<file path="config.mk">
export PLATFORM = sky130hd
export DESIGN_NAME = ddram_arb
export DESIGN_NICKNAME = d
export VERILOG_FILES = /design/src/rtl/ddram_arb.sv
export SDC_FILE = /design/constraint.sdc
export NUM_CORES = 1
export LEC_CHECK = 0
export ABC_AREA = 1
export BUFFER_PORTS_ARGS = -buffer_cell sky130_fd_sc_hd__buf_2
export CAP_MARGIN = 0
export CORE_AREA = 4 4 204 206
export CTS_BUF_LIST = sky130_fd_sc_hd__clkbuf_4 sky130_fd_sc_hd__clkbuf_8
export DETAILED_ROUTE_END_ITERATION = 12
export DIE_AREA = 0 0 208 210
export SYNTH_ARGS = -nofsm -noshare
export SYNTH_HDL_FRONTEND = slang
export SYNTH_SLANG_ARGS = --single-unit
export TNS_END_PERCENT = 20
</file>
<file path="constraint.sdc">
create_clock -name clk_sys -period 6.5 [get_ports clk_sys]
set_clock_uncertainty 0.15 [all_clocks]
set_input_delay 1.625 -clock clk_sys [delete_from_list [all_inputs] [get_ports clk_sys]]
set_output_delay 1.625 -clock clk_sys [all_outputs]
set_load 0.05 [all_outputs]
</file>
<file path="src/rtl/ddram_arb.sv">
// ddram_arb: shares one DDRAM Avalon-MM port between master A (CPU) and master B (video).
// Grants alternate round-robin, write bursts are atomic, read beats are steered by an in-order tag FIFO.
//
// state  | meaning
// IDLE   | no grant; pick a winner among the eligible masters
// CMD    | granted master's command is forwarded to the port
// WBURST | remaining beats of an accepted write burst, grant held
module ddram_arb #(
    parameter int RDQ_DEPTH = 8
) (
    input  logic        clk_sys,
    input  logic        reset,

    input  logic        a_read,
    input  logic        a_write,
    input  logic [28:0] a_address,
    input  logic [7:0]  a_burstcount,
    input  logic [63:0] a_writedata,
    input  logic [7:0]  a_byteenable,
    output logic        a_waitrequest,
    output logic [63:0] a_readdata,
    output logic        a_readdatavalid,

    input  logic        b_read,
    input  logic        b_write,
    input  logic [28:0] b_address,
    input  logic [7:0]  b_burstcount,
    input  logic [63:0] b_writedata,
    input  logic [7:0]  b_byteenable,
    output logic        b_waitrequest,
    output logic [63:0] b_readdata,
    output logic        b_readdatavalid,

    output logic        ddram_read,
    output logic        ddram_write,
    output logic [28:0] ddram_address,
    output logic [7:0]  ddram_burstcount,
    output logic [63:0] ddram_writedata,
    output logic [7:0]  ddram_byteenable,
    input  logic        ddram_waitrequest,
    input  logic [63:0] ddram_readdata,
    input  logic        ddram_readdatavalid,

    output logic        err_orphan
);
    localparam int PW = $clog2(RDQ_DEPTH);

    typedef enum logic [1:0] {IDLE, CMD, WBURST} state_t;

    state_t        state, state_nx;
    logic          gnt, gnt_nx;
    logic          last_gnt, last_gnt_nx;
    logic [7:0]    wbeats, wbeats_nx;
    logic [7:0]    rbeats;

    logic          tag_own [RDQ_DEPTH];
    logic [7:0]    tag_len [RDQ_DEPTH];
    logic [PW-1:0] wr_ptr, rd_ptr;
    logic [PW:0]   count;
    logic          fifo_full, fifo_empty, push, pop;
    logic          head_own;
    logic [7:0]    head_len;

    logic          m_read, m_write;
    logic [7:0]    m_burstcount, m_eff;
    logic          a_elig, b_elig;

    assign m_read       = gnt ? b_read       : a_read;
    assign m_write      = gnt ? b_write      : a_write;
    assign m_burstcount = gnt ? b_burstcount : a_burstcount;
    assign m_eff        = (m_burstcount == 8'd0) ? 8'd1 : m_burstcount;

    assign ddram_address    = gnt ? b_address    : a_address;
    assign ddram_burstcount = m_burstcount;
    assign ddram_writedata  = gnt ? b_writedata  : a_writedata;
    assign ddram_byteenable = gnt ? b_byteenable : a_byteenable;

    assign fifo_full  = (count == (PW+1)'(RDQ_DEPTH));
    assign fifo_empty = (count == '0);
    assign a_elig     = a_write | (a_read & ~fifo_full);
    assign b_elig     = b_write | (b_read & ~fifo_full);

    always_comb begin
        state_nx      = state;
        gnt_nx        = gnt;
        last_gnt_nx   = last_gnt;
        wbeats_nx     = wbeats;
        ddram_read    = 1'b0;
        ddram_write   = 1'b0;
        a_waitrequest = 1'b1;
        b_waitrequest = 1'b1;
        push          = 1'b0;
        case (state)
            IDLE: begin
                if (a_elig | b_elig) begin
                    gnt_nx      = (a_elig & b_elig) ? ~last_gnt : b_elig;
                    last_gnt_nx = gnt_nx;
                    state_nx    = CMD;
                end
            end
            CMD: begin
                ddram_read    = m_read;
                ddram_write   = m_write;
                a_waitrequest = gnt | ddram_waitrequest;
                b_waitrequest = ~gnt | ddram_waitrequest;
                if (m_read && !ddram_waitrequest) begin
                    push     = 1'b1;
                    state_nx = IDLE;
                end else if (m_write && !ddram_waitrequest) begin
                    wbeats_nx = m_eff - 8'd1;
                    state_nx  = (m_eff == 8'd1) ? IDLE : WBURST;
                end else if (!m_read && !m_write) begin
                    state_nx = IDLE;
                end
            end
            WBURST: begin
                // Reads are never forwarded here: an untagged read would desync the return path.
                ddram_write   = m_write;
                a_waitrequest = gnt | ddram_waitrequest;
                b_waitrequest = ~gnt | ddram_waitrequest;
                if (m_write && !ddram_waitrequest) begin
                    wbeats_nx = wbeats - 8'd1;
                    if (wbeats == 8'd1) state_nx = IDLE;
                end
            end
            default: state_nx = IDLE;
        endcase
    end

    assign head_own        = tag_own[rd_ptr];
    assign head_len        = tag_len[rd_ptr];
    assign a_readdata      = ddram_readdata;
    assign b_readdata      = ddram_readdata;
    assign a_readdatavalid = ddram_readdatavalid & ~fifo_empty & ~head_own;
    assign b_readdatavalid = ddram_readdatavalid & ~fifo_empty & head_own;
    assign pop             = ddram_readdatavalid & ~fifo_empty & (rbeats + 8'd1 == head_len);

    always_ff @(posedge clk_sys) begin
        if (reset) begin
            state      <= IDLE;
            gnt        <= 1'b0;
            last_gnt   <= 1'b1;
            wbeats     <= '0;
            rbeats     <= '0;
            wr_ptr     <= '0;
            rd_ptr     <= '0;
            count      <= '0;
            err_orphan <= 1'b0;
        end else begin
            state    <= state_nx;
            gnt      <= gnt_nx;
            last_gnt <= last_gnt_nx;
            wbeats   <= wbeats_nx;
            if (push) wr_ptr <= wr_ptr + PW'(1);
            if (pop)  rd_ptr <= rd_ptr + PW'(1);
            case ({push, pop})
                2'b10:   count <= count + (PW+1)'(1);
                2'b01:   count <= count - (PW+1)'(1);
                default: ;
            endcase
            if (ddram_readdatavalid) begin
                if (fifo_empty)  err_orphan <= 1'b1;
                else if (pop)    rbeats     <= '0;
                else             rbeats     <= rbeats + 8'd1;
            end
        end
    end

    always_ff @(posedge clk_sys) begin
        if (push) begin
            tag_own[wr_ptr] <= gnt;
            tag_len[wr_ptr] <= m_eff;
        end
    end
endmodule

</file>
### After elaboration in Yosys (flattened, before gate mapping)

Memory sizes are Yosys's and may differ from the RTL's. A register that Yosys moved wholly into a read port is not among the register bits.
Index checks and enable logic that the tools add are counted.

| cells by class | value |
|---|---|
| add/sub/neg operators | 7 |
| multiply operators | 0 |
| divide/modulo/power cells | 0 |
| $lt $le $gt $ge | 0 |
| equality and inequality tests | 14 |
| shift-type cells | 0 |
| muxes and demuxes | 34 |
| bitwise logic cells | 17 |
| reduce and logical (&&, ||, !) cells | 17 |

Operators with widths:

| kind | count |
|---|---|
| 64-bit two-way mux | 1 |
| 8-bit two-way mux | 7 |
| 29-bit two-way mux | 1 |
| 8-bit by 1-bit equality test with 1-bit output, second input constant | 2 |
| 8-bit one-hot mux with 2 select lines | 1 |
| 8-bit by 1-bit subtractor with 8-bit output, second input constant | 2 |
| 2-bit two-way mux | 7 |
| 3-bit two-way mux | 4 |
| 1-bit two-way mux | 11 |
| 2-bit inequality test, second input constant | 5 |
| 8-bit by 1-bit adder with 8-bit output, second input constant | 1 |
| 8-bit equality test | 1 |
| 8-bit logical NOT | 1 |
| 4-bit one-hot mux with 2 select lines | 1 |
| 4-bit AND reduction | 2 |
| 1-bit bitwise AND | 7 |
| 3-bit by 1-bit adder with 3-bit output, second input constant | 2 |
| 2-bit one-hot mux with 3 select lines | 1 |
| 2-bit AND reduction | 3 |
| 1-bit inverter | 5 |
| 1-bit bitwise OR | 5 |
| 4-bit by 1-bit adder with 4-bit output, second input constant | 1 |
| 2-bit by 1-bit equality test with 1-bit output, second input constant | 2 |
| 2-bit equality test, second input constant | 2 |
| other kinds (9) | 14 |

| word-level totals | value |
|---|---|
| register bits after elaboration | 31 |
| bits in latches | 0 |
| bits in writable memories | 72 |
| bits in read-only memories | 0 |
| output and inout port bits | 244 |
| logic and storage cells | 100 |
| memories kept | 2 |

Memory list:

| name | words | bits a word | read ports | clocked after memory_dff | write ports | RTL line | source |
|---|---|---|---|---|---|---|---|
| tag_len | 8 | 8 | 1 | 1 | 1 | 57 | `logic [7:0] tag_len [RDQ_DEPTH];` |
| tag_own | 8 | 1 | 1 | 1 | 1 | 56 | `logic tag_own [RDQ_DEPTH];` |

### Depth between registers and ports, before layout

Gate-level depths: netlist of the first run.

| depth | value |
|---|---|
| depth after elaboration | 8 |
| gate-level depth with buffers | 22 |
| depth with buffers taken out | 22 |

### Worst setup path after synthesis of the first run

Ideal clock, no wire load.

| path | value |
|---|---|
| kind | input port to output port |
| start point | input port ddram_readdatavalid |
| end point | output port a_readdatavalid |
| arrival time | 2.953 ns |
| required time | 4.725 ns |
| setup slack | 1.772 ns |
| stages on the path | 5 |
| path buffers | 2 |
| cells stage by stage | and2_1 > clkbuf_1 > inv_2 > clkbuf_1 > nor2_1 |

| on the way | value |
|---|---|
| word-level cells in the longest chain between the ends | 2 |

Ends and longest elaborated chain:

| item | RTL line | source |
|---|---|---|
| start: declaration | 42 | `input logic ddram_readdatavalid,` |
| 1-bit bitwise AND (2 in a row) | 134 | `assign a_readdatavalid = ddram_readdatavalid & ~fifo_empty & ~head_own;` |
| end: declaration | 22 | `output logic a_readdatavalid,` |

Every way passes these cells.

### Worst setup path in the final report of the first run

| path | value |
|---|---|
| start point | register gnt |
| end point | output port ddram_read |

| on the way | value |
|---|---|
| word-level cells in the longest chain between the ends | 2 |

Ends and longest elaborated chain:

| item | RTL line | source |
|---|---|---|
| start: declaration | 51 | `logic gnt, gnt_nx;` |
| start signal: assignment | 151 | `gnt <= gnt_nx;` |
| 1-bit two-way mux | 68 | `assign m_read = gnt ? b_read : a_read;` |
| 1-bit two-way mux | 93 | `case (state)` |
| end: declaration | 34 | `output logic ddram_read,` |

Every way passes these cells.

==> metrics, run 1 <==
Leak 4.71 nW; CTS tree done; first-pass GRT wire length 52,000 um; Post-synth EDFFs 72; WL final 37,700 um; yosys warns 0; Post-CTS Repair Setup Buffers 0; clk sinks 106; post-synth net total 1,450; DIE AREA 43,700 sq um; Max Cap Viol 0; Final ANT Viol Nets 0; area of the core 39,600 sq um; min-delay worst type reg -> reg; Post-CTS Hold Fix Bufs 0; worst rel slew slack 25.4%; via count 7,668; max incr delay on CP 670 ps; Peak VDD IR 355 uV; setup TNS 0 ps; fin crit share 71.3%; reg-to-reg setup timing slack 2420 ps; post-detail-place hpwl 32,100 um; I/O Pins 534; final net count 1,635; clk root buf clkbuf_8; Starting Density 19.6%; Worst-path clk slew 100 ps; vias in the first global route 7,362; worst endpoint required time 4720 ps; First DRT Iteration DRCs 458; DRT Pass-1 Iters 5; Syn Area/Cell 6.79 sq um; total grt overflow 0; Inserted Clock Buffers 9; met2 WL 19,100 um; Synth Instances 1,147; Critical R2R Capture tag_len[7][1]; H-tree levels 3; met1 WL 13,800 um; worst endpoint data arrival time 2860 ps; Detail Route met3 WL 3880 um; clk_lat worst skew 380 ps; multi-input logic area 3380 sq um; reg-to-reg startpoint gnt; ratio of cells with drive above 1 in the final layout 28.9%; Clock Tree Buf Depth 2; most frequent cells in the layout 496 x nand2_1, 341 x buf_2, 94 x inv_1, 82 x nand3_1, 72 x edfxtp_1; Worst-Margin Slew 1110 ps; CP dominant cell by count nand2_1; Setup WS pre-CTS 2100 ps; Pwr Total 2.82 mW; Layout fillers 4,512; row count 73; max-slew violation count 0; setup ws final 1860 ps; hold_sp err_orphan; register area 2850 sq um; Unique masters post-synth 41; unrepaired setup endpoints after global routing false; total track usage 16.4%; Die Span Y 210 um; crit-path cells inv_4, buf_4, nand2_1, nand2_1, nand2_1, inv_2, buf_2; Worst Reg-to-Reg Cells 10; sequential share of the synthesized area 36.5%; antenna violations before repair 3; f_max 0.216 GHz; startpoint types flip-flop; I/O Buffers 341; Final Hold Fails 0; cell area after synthesis 7790 sq um; P per Cell Area 306 nW/um^2; Primary FF master, synth edfxtp_1; minimum clock period 4640 ps; width of the die 208 um; Syn-to-layout area delta 18.2%; routed len/inst 20.2 um; DRC 0; setup violators final 0; hold depth 2; largest net degree at the start of global routing 87; DR top layer met5; Crit Path Category reg -> out; Slowest-stage cell, CP inv_4; Crit Path Max Fanout 86; post_cts resized 0; crit path capture type output pin; Worst Hold Path EP err_orphan; GPL Wtd Cong 0.965; most common cell after layout, fill and taps aside nand2_1; FFs w/ async S/R, synth 0%; drt via density 4.11; outcome complete, no violations; #FFs+latches synth 106
## through the flow
step | utilization (%) | std cells | hold WS (ps) | area (sq um)
final | 23.2 | 1865 | 311 | 9210
after global placement | 22.7 | 1846 | 288 | 9000
after global routing | 23.2 | 1862 | 328 | 9200
after floorplan | - | 1147 | 279 | 7790
after CTS | 23.2 | 1862 | 315 | 9200
after detailed placement | 22.7 | 1846 | 299 | 9000
## power by group
group          leakage, nW  total [mW]  internal (mW)  switching, mW
sequential           0.926       0.826          0.779         0.0467
clock                0.103       0.418          0.182          0.236
combinational         3.68        1.58          0.326           1.25
## routing by layer
layer	vias to the layer above	track usage [%]
li1	3825	-
met1	3367	18.2
met2	434	29.2
met3	30	6.77
met4	12	3.40
met5	-	3.99
## flip-flops by register name, summed over array words and instances, names as in the netlist, 2 cells and up, named ones only
signal	count
tag_len	64
rbeats	8
tag_own	8
wbeats	8
count	4
rd_ptr	3
wr_ptr	3
state	2
## cell families after synthesis
kind of cell | synth area share, %
buf+inv | 20.1
mux | 0.129
flops | 36.5
simple gates | 34.8
compound gates | 5.48
fa+ha+maj | 2.09
xor+xnor | 0.900
## worst max-delay path, delay by kind of cell, from the launching register on
| family | cells | cell delay [ps] |
|---|---|---|
| buffers and inverters | 4 | 1510 |
| flip-flops | 1 | 540 |
| AND/OR/NAND/NOR | 3 | 360 |
## final cells by class
| cell class | count | share of cell area (%) |
|---|---|---|
| repair buffers | 345 | 18.9 |
| flip-flops and latches | 106 | 30.9 |
| inverters | 101 | 4.14 |
| diodes | 3 | 0.0815 |
| multi-input cells | 769 | 36.7 |
| well taps | 525 | 7.13 |
| clock buffers | 9 | 1.35 |
| clock inverters | 7 | 0.829 |
## Yosys cell counts, types with 2 or more instances
master / instances / area [sq um]
o211ai_1: 3 / 22.5
xor2_1: 6 / 52.6
inv_1: 94 / 353
dfxtp_1: 34 / 681
a31oi_1: 3 / 18.8
o22ai_1: 2 / 12.5
buf_4: 130 / 976
ha_1: 13 / 163
inv_2: 7 / 26.3
o21ai_1: 5 / 25.0
o21ai_0: 22 / 110
nor2_2: 3 / 18.8
nor2_1: 66 / 248
a21oi_1: 36 / 180
nand2_1: 496 / 1860
nand3_1: 82 / 410
edfxtp_1: 72 / 2160
nand2_2: 7 / 43.8
xnor2_1: 2 / 17.5
or2_1: 2 / 12.5
buf_6: 5 / 56.3
buf_2: 8 / 40.0
nor3_1: 5 / 25.0
clkbuf_1: 27 / 101
## worst max path at each step
stage	startpoint	to	cells after the start
2_1_floorplan	ddram_readdatavalid	a_readdatavalid	5
3_3_place_gp	ddram_readdatavalid	a_readdatavalid	5
3_5_place_dp	ddram_readdatavalid	b_readdatavalid	5
4_1_cts	gnt	ddram_read	7
5_1_grt	flip-flop	b_readdatavalid	8
6_report	gnt	ddram_read	7
Note: power is estimated with default switching activity, not from simulation.
==> run 2: changes to the inputs <==
==> constraint.sdc (replaced) <==
create_clock -name clk_sys -period 4.3 [get_ports clk_sys]
set_clock_uncertainty 0.15 [all_clocks]
set_input_delay 1.075 -clock clk_sys [delete_from_list [all_inputs] [get_ports clk_sys]]
set_output_delay 1.075 -clock clk_sys [all_outputs]
set_load 0.05 [all_outputs]
==> run 2 against run 1 <==
Register-to-register slack worse by 1500 ps. Largest power group unchanged. First-iteration DRC count rose by 28%. Wire length is 1.7% higher. Combinational power is 53% higher. Highest routed layer unchanged. Via count up 1.3%. Worst hold slack worse by 9.7 ps. Sequential power increased by 51%.
==> metrics, run 2 (synthesized netlist as in run 1, its figures left out) <==
most frequent cells in the layout 496 x nand2_1, 341 x buf_2, 94 x inv_1, 82 x nand3_1, 72 x edfxtp_1; min-delay worst type reg -> reg; CTS tree done; Crit Path Category reg -> out; post-detail-place hpwl 32,800 um (+2.1%); clk sinks 106 (unchanged); worst endpoint data arrival time 2530 ps (-330 ps); Final Hold Fails 0 (unchanged); ratio of cells with drive above 1 in the final layout 29.6% (+0.65 points); area of the core 39,600 sq um (unchanged); reg-to-reg setup timing slack 960 ps (-1460 ps); startpoint types flip-flop; minimum clock period 3760 ps; Worst Hold Path EP err_orphan; P per Cell Area 462 nW/um^2 (+51%); Crit Path Max Fanout 72 (-16%); Internal 1.98 mW (+54%); DIE AREA 43,700 sq um (unchanged); Post-CTS Repair Setup Buffers 0 (unchanged); setup ws final 544 ps (-1320 ps); DRC 0 (unchanged); Clk network pwr share 14.8% (about the same); Post-CTS Hold Fix Bufs 0 (unchanged); Leak 4.77 nW (+1.2%); routed len/inst 20.5 um (+1.1%); Die Span Y 210 um (unchanged); Worst Reg-to-Reg Cells 15 (+5); I/O Pins 534 (unchanged); worst rel slew slack 38.4% (+13 points); width of the die 208 um (unchanged); WL final 38,400 um (+1.7%); most common cell after layout, fill and taps aside nand2_1; total grt overflow 0 (unchanged); hold_sp err_orphan; GRT met1 Usage 18.7% (+0.57 points); unrepaired setup endpoints after global routing false; hold_ws 301 ps (-9.72 ps); Peak VDD IR 483 uV (+36%); setup TNS 0 ps (unchanged); Placed Area 9090 sq um (+1.1%); Layout fillers 4,552 (+0.89%); H-tree levels 3 (unchanged); setup violators final 0 (unchanged); Inserted Clock Buffers 9 (unchanged); first-pass GRT wire length 52,400 um (+0.74%); Sw Ratio 54.0% (-0.41 points); global route hottest layer met2; largest net degree at the start of global routing 79 (-9.2%); drt via density 4.14 (+0.79%); final net count 1,646 (+0.67%); antenna violations before repair 3 (unchanged); outcome complete, no violations; Largest register FFs 64 (unchanged); Clock Tree Buf Depth 2 (unchanged); via count 7,770 (+1.3%); Final Cell Area 9300 sq um (+0.98%); Starting Density 19.6% (unchanged); max-slew violation count 0 (unchanged); crit path capture type output pin; f_max 0.266 GHz; reg-to-reg startpoint gnt; post_cts resized 0 (unchanged); Critical R2R Capture count[2]; DRT Pass-1 Iters 5 (unchanged); worst endpoint required time 3070 ps (-1650 ps); First DRT Iteration DRCs 588 (+28%); clk_lat worst skew 390 ps (about the same); GR Util met3 6.70% (-0.074 points); Final ANT Viol Nets 0 (unchanged); clk root buf clkbuf_8; Switch Pwr 2.32 mW (+51%); I/O Buffers 341 (unchanged); Setup WS pre-CTS 930 ps (-1170 ps); fin crit share 87.3%; total track usage 16.6% (+0.21 points); Worst-Margin Slew 917 ps (-198 ps); Worst-path clk slew 90 ps (about the same); Flop pwr share 29.1% (-0.2 points); Max Cap Viol 0 (unchanged); hold depth 2 (unchanged); Most flops, register tag_len; Combinational Power Share 56.2% (+0.3 points); GPL Wtd Cong 0.993 (+3.0%); met2 Use GR 29.8% (+0.53 points); row count 73 (unchanged); vias in the first global route 7,445 (+1.1%); Syn-to-layout area delta 19.4%
-- run 2: worst max-delay path, cell delays in order (launching register included) --
cell and delay (ps):
dfxtp_4 750, inv_4 430, or2_0 320, o21ai_1 220, inv_1 130, buf_2 240
-- run 2: how the worst max path moves through the flow --
stage / start / to / slack [ps] / cells after the start
floorplan: ddram_readdatavalid / a_readdatavalid / 670 / 5
global placement: flip-flop / b_readdatavalid / 880 / 8
detailed placement: gnt / ddram_writedata[6] / 930 / 5
CTS: gnt / ddram_writedata[6] / 510 / 5
global route: flip-flop / b_readdatavalid / 260 / 8
finish: gnt / ddram_burstcount[3] / 540 / 5
-- run 2: cell type report --
type	instances	area, sq um	area share (%)
multi-input combinational	769	3380	36.3
sequential	106	2850	30.6
timing repair buffer	356	1830	19.7
tap	525	657	7.06
inverter	101	382	4.10
clock buffer	12	146	1.57
clock inverter	4	51.3	0.552
antenna	2	5.00	0.0538
-- run 2: power groups by stage --
stage	registers (mW)	logic (mW)	clock network (mW)
after global placement	1.27	2.44	0
after global routing	1.26	2.58	0.692
final	1.25	2.41	0.634
after floorplan	1.23	1.96	0
after CTS	1.25	2.46	0.648
after detailed placement	1.27	2.45	0
-- run 2: through the flow --
stage | utilization (%) | instances | power [mW]
floorplan | - | 1147 | 3.20
global placement | 22.9 | 1857 | 3.71
global route | 23.4 | 1873 | 4.53
detailed placement | 22.9 | 1857 | 3.73
finish | 23.5 | 1875 | 4.29
CTS | 23.4 | 1873 | 4.35
-- run 2: layer usage --
metal  vias to the layer above  share of wire, %
met5                         -              0.45
met4                         6               1.3
met3                        26               9.9
met2                       440                51
met1                      3448                38
li1                       3850                 -
==> run 3: changes to the inputs <==
==> constraint.sdc (replaced) <==
create_clock -name clk_sys -period 4.7 [get_ports clk_sys]
set_clock_uncertainty 0.15 [all_clocks]
set_input_delay 1.175 -clock clk_sys [delete_from_list [all_inputs] [get_ports clk_sys]]
set_output_delay 1.175 -clock clk_sys [all_outputs]
set_load 0.05 [all_outputs]
==> run 3 against run 2 <==
Design area down 0.62%. Largest cell class unchanged. Clock power is 17% lower. Wire length increased by 2.9%. Power decreased by 10%. Combinational power fell by 9.1%. Critical path depth decreased by 1. Worst hold slack better by 10 ps. Global-route usage grew 0.38 points. Clock-buffer cell count is 3 lower. Utilization shrank 0.15 points.
==> metrics, run 3 (synthesized netlist as in run 1, its figures left out) <==
Worst-path clk slew 100 ps (about the same); Leak 4.73 nW (-0.83%); H-tree levels 3 (unchanged); Starting Density 19.6% (unchanged); Switch Pwr 2.12 mW (-8.5%); DRT Pass-1 Iters 5 (unchanged); final net count 1,640 (-0.36%); max incr delay on CP 610 ps (-140 ps); reg-to-reg setup timing slack 1290 ps (+330 ps); DRC 0 (unchanged); reg-to-reg startpoint gnt; Worst-Margin Slew 954 ps (+37.1 ps); Crit Path Max Fanout 76 (+5.6%); fin crit share 85.0%; met1 WL 14,300 um (-1.1%); Internal 1.74 mW (-12%); setup TNS 0 ps (unchanged); GPL Wtd Cong 1.05 (+5.6%); Final Hold Fails 0 (unchanged); total track usage 17.0% (+0.38 points); met2 WL 19,800 um (+1.8%); total grt overflow 0 (unchanged); Pwr Total 3.86 mW (-10%); setup violators final 0 (unchanged); worst endpoint required time 3380 ps (+310 ps); I/O Buffers 341 (unchanged); max-slew violation count 0 (unchanged); startpoint types flip-flop; Max Cap Viol 0 (unchanged); Inserted Clock Buffers 9 (unchanged); Sw Ratio 55.0% (+1.0 points); via count 7,891 (+1.6%); drt via density 4.22 (+1.8%); clk_lat worst skew 380 ps (about the same); Final ANT Viol Nets 0 (unchanged); Crit Path Category reg -> out; largest net degree at the start of global routing 78 (-1.3%); crit-path cells inv_4, nand2_1, nand2_1, buf_2; Slowest-stage cell, CP inv_4; Worst Hold Path EP err_orphan; minimum clock period 3990 ps; Clk network pwr share 13.6% (-1.2 points); Worst Reg-to-Reg Cells 15 (unchanged); Detail Route met3 WL 3990 um (+5.3%); Post-CTS Repair Setup Buffers 0 (unchanged); Clock Tree Buf Depth 2 (unchanged); min-delay worst type reg -> reg; hold depth 2 (unchanged); ratio of cells with drive above 1 in the final layout 29.3% (-0.31 points); worst rel slew slack 36.2% (-2.2 points); placed insts 1,851 (-0.32%); width of the die 208 um (unchanged); DIE AREA 43,700 sq um (unchanged); clk sinks 106 (unchanged); f_max 0.250 GHz; Post-CTS Hold Fix Bufs 0 (unchanged); Most flops, register tag_len; Flop pwr share 29.6% (+0.5 points); I/O Pins 534 (unchanged); Peak VDD IR 364 uV (-25%); First DRT Iteration DRCs 492 (-16%); first-pass GRT wire length 53,600 um (+2.2%); row count 73 (unchanged); CTS tree done; WL final 39,500 um (+2.9%); worst path bufs/invs 2 (-1); Die Span Y 210 um (unchanged); P per Cell Area 418 nW/um^2 (-9.6%); CP dominant cell by count nand2_1; clk root buf clkbuf_8; vias in the first global route 7,636 (+2.6%); antenna violations before repair 7 (+4); CP delay by family, top buffers and inverters; Syn-to-layout area delta 18.6%; Critical R2R Capture count[3]; outcome complete, no violations; routed len/inst 21.1 um (+3.2%); Combinational Power Share 56.8% (+0.6 points); Finished Layout Cells 1,870 (-0.27%); DR top layer met5; post-detail-place hpwl 33,900 um (+3.6%); unrepaired setup endpoints after global routing false; most frequent cells in the layout 496 x nand2_1, 341 x buf_2, 94 x inv_1, 82 x nand3_1, 72 x edfxtp_1; Largest register FFs 64 (unchanged); crit path capture type output pin; post_cts resized 0 (unchanged); worst endpoint data arrival time 2670 ps (+140 ps); most common cell after layout, fill and taps aside nand2_1; area of the core 39,600 sq um (unchanged); hold_sp err_orphan
run 3: how the worst max path moves through the flow:
stage / cells past startpoint / slack, ps / start / end
after global placement: 4 / 1190 / gnt / ddram_byteenable[5]
after floorplan: 5 / 870 / ddram_readdatavalid / a_readdatavalid
final: 4 / 710 / gnt / ddram_byteenable[5]
after detailed placement: 4 / 1140 / gnt / ddram_byteenable[5]
after global routing: 5 / 590 / gnt / ddram_writedata[17]
after CTS: 4 / 720 / gnt / ddram_byteenable[5]
run 3: stage by stage:
step	util (%)	hold WS (ps)	worst slack [ps]	area (sq um)
5_1_grt	23.3	323	586	9240
6_report	23.3	311	707	9240
3_5_place_dp	22.8	301	1140	9050
2_1_floorplan	-	279	872	7790
3_3_place_gp	22.8	293	1190	9050
4_1_cts	23.3	317	724	9230
run 3: cell type report:
class,instances,area (sq um)
inverter,101,382
clock buffer,9,124
multi-input combinational,769,3380
timing repair buffer,350,1790
tap,525,657
sequential,106,2850
antenna,3,7.51
fill,4501,30400
clock inverter,7,58.8
run 3: worst register-to-register path, stage by stage (launching register included):
cell      delay (ps)
dfxtp_4          530
inv_4            640
nand2_1          210
nand2_1          150
nand2_1           90
nor2_1           230
inv_1            160
ha_1             270
nand2_1           90
inv_1             60
nor2_1           140
nand3_1          130
o31ai_1          100
o211ai_1         150
o21ai_0          160
a21oi_1           50
run 3: metal layers:
| layer | vias to the layer above | global-route usage (%) |
|---|---|---|
| met4 | 14 | 4.96 |
| met2 | 453 | 30.3 |
| met3 | 45 | 7.26 |
| met5 | - | 4.74 |
| li1 | 3831 | - |
| met1 | 3548 | 18.0 |
run 3: power groups by stage:
stage	Combinational (mW)	Clock (mW)	Sequential [mW]
CTS	2.23	0.544	1.14
global placement	2.21	0	1.16
floorplan	1.80	0	1.13
detailed placement	2.22	0	1.16
finish	2.19	0.527	1.14
global route	2.32	0.582	1.15
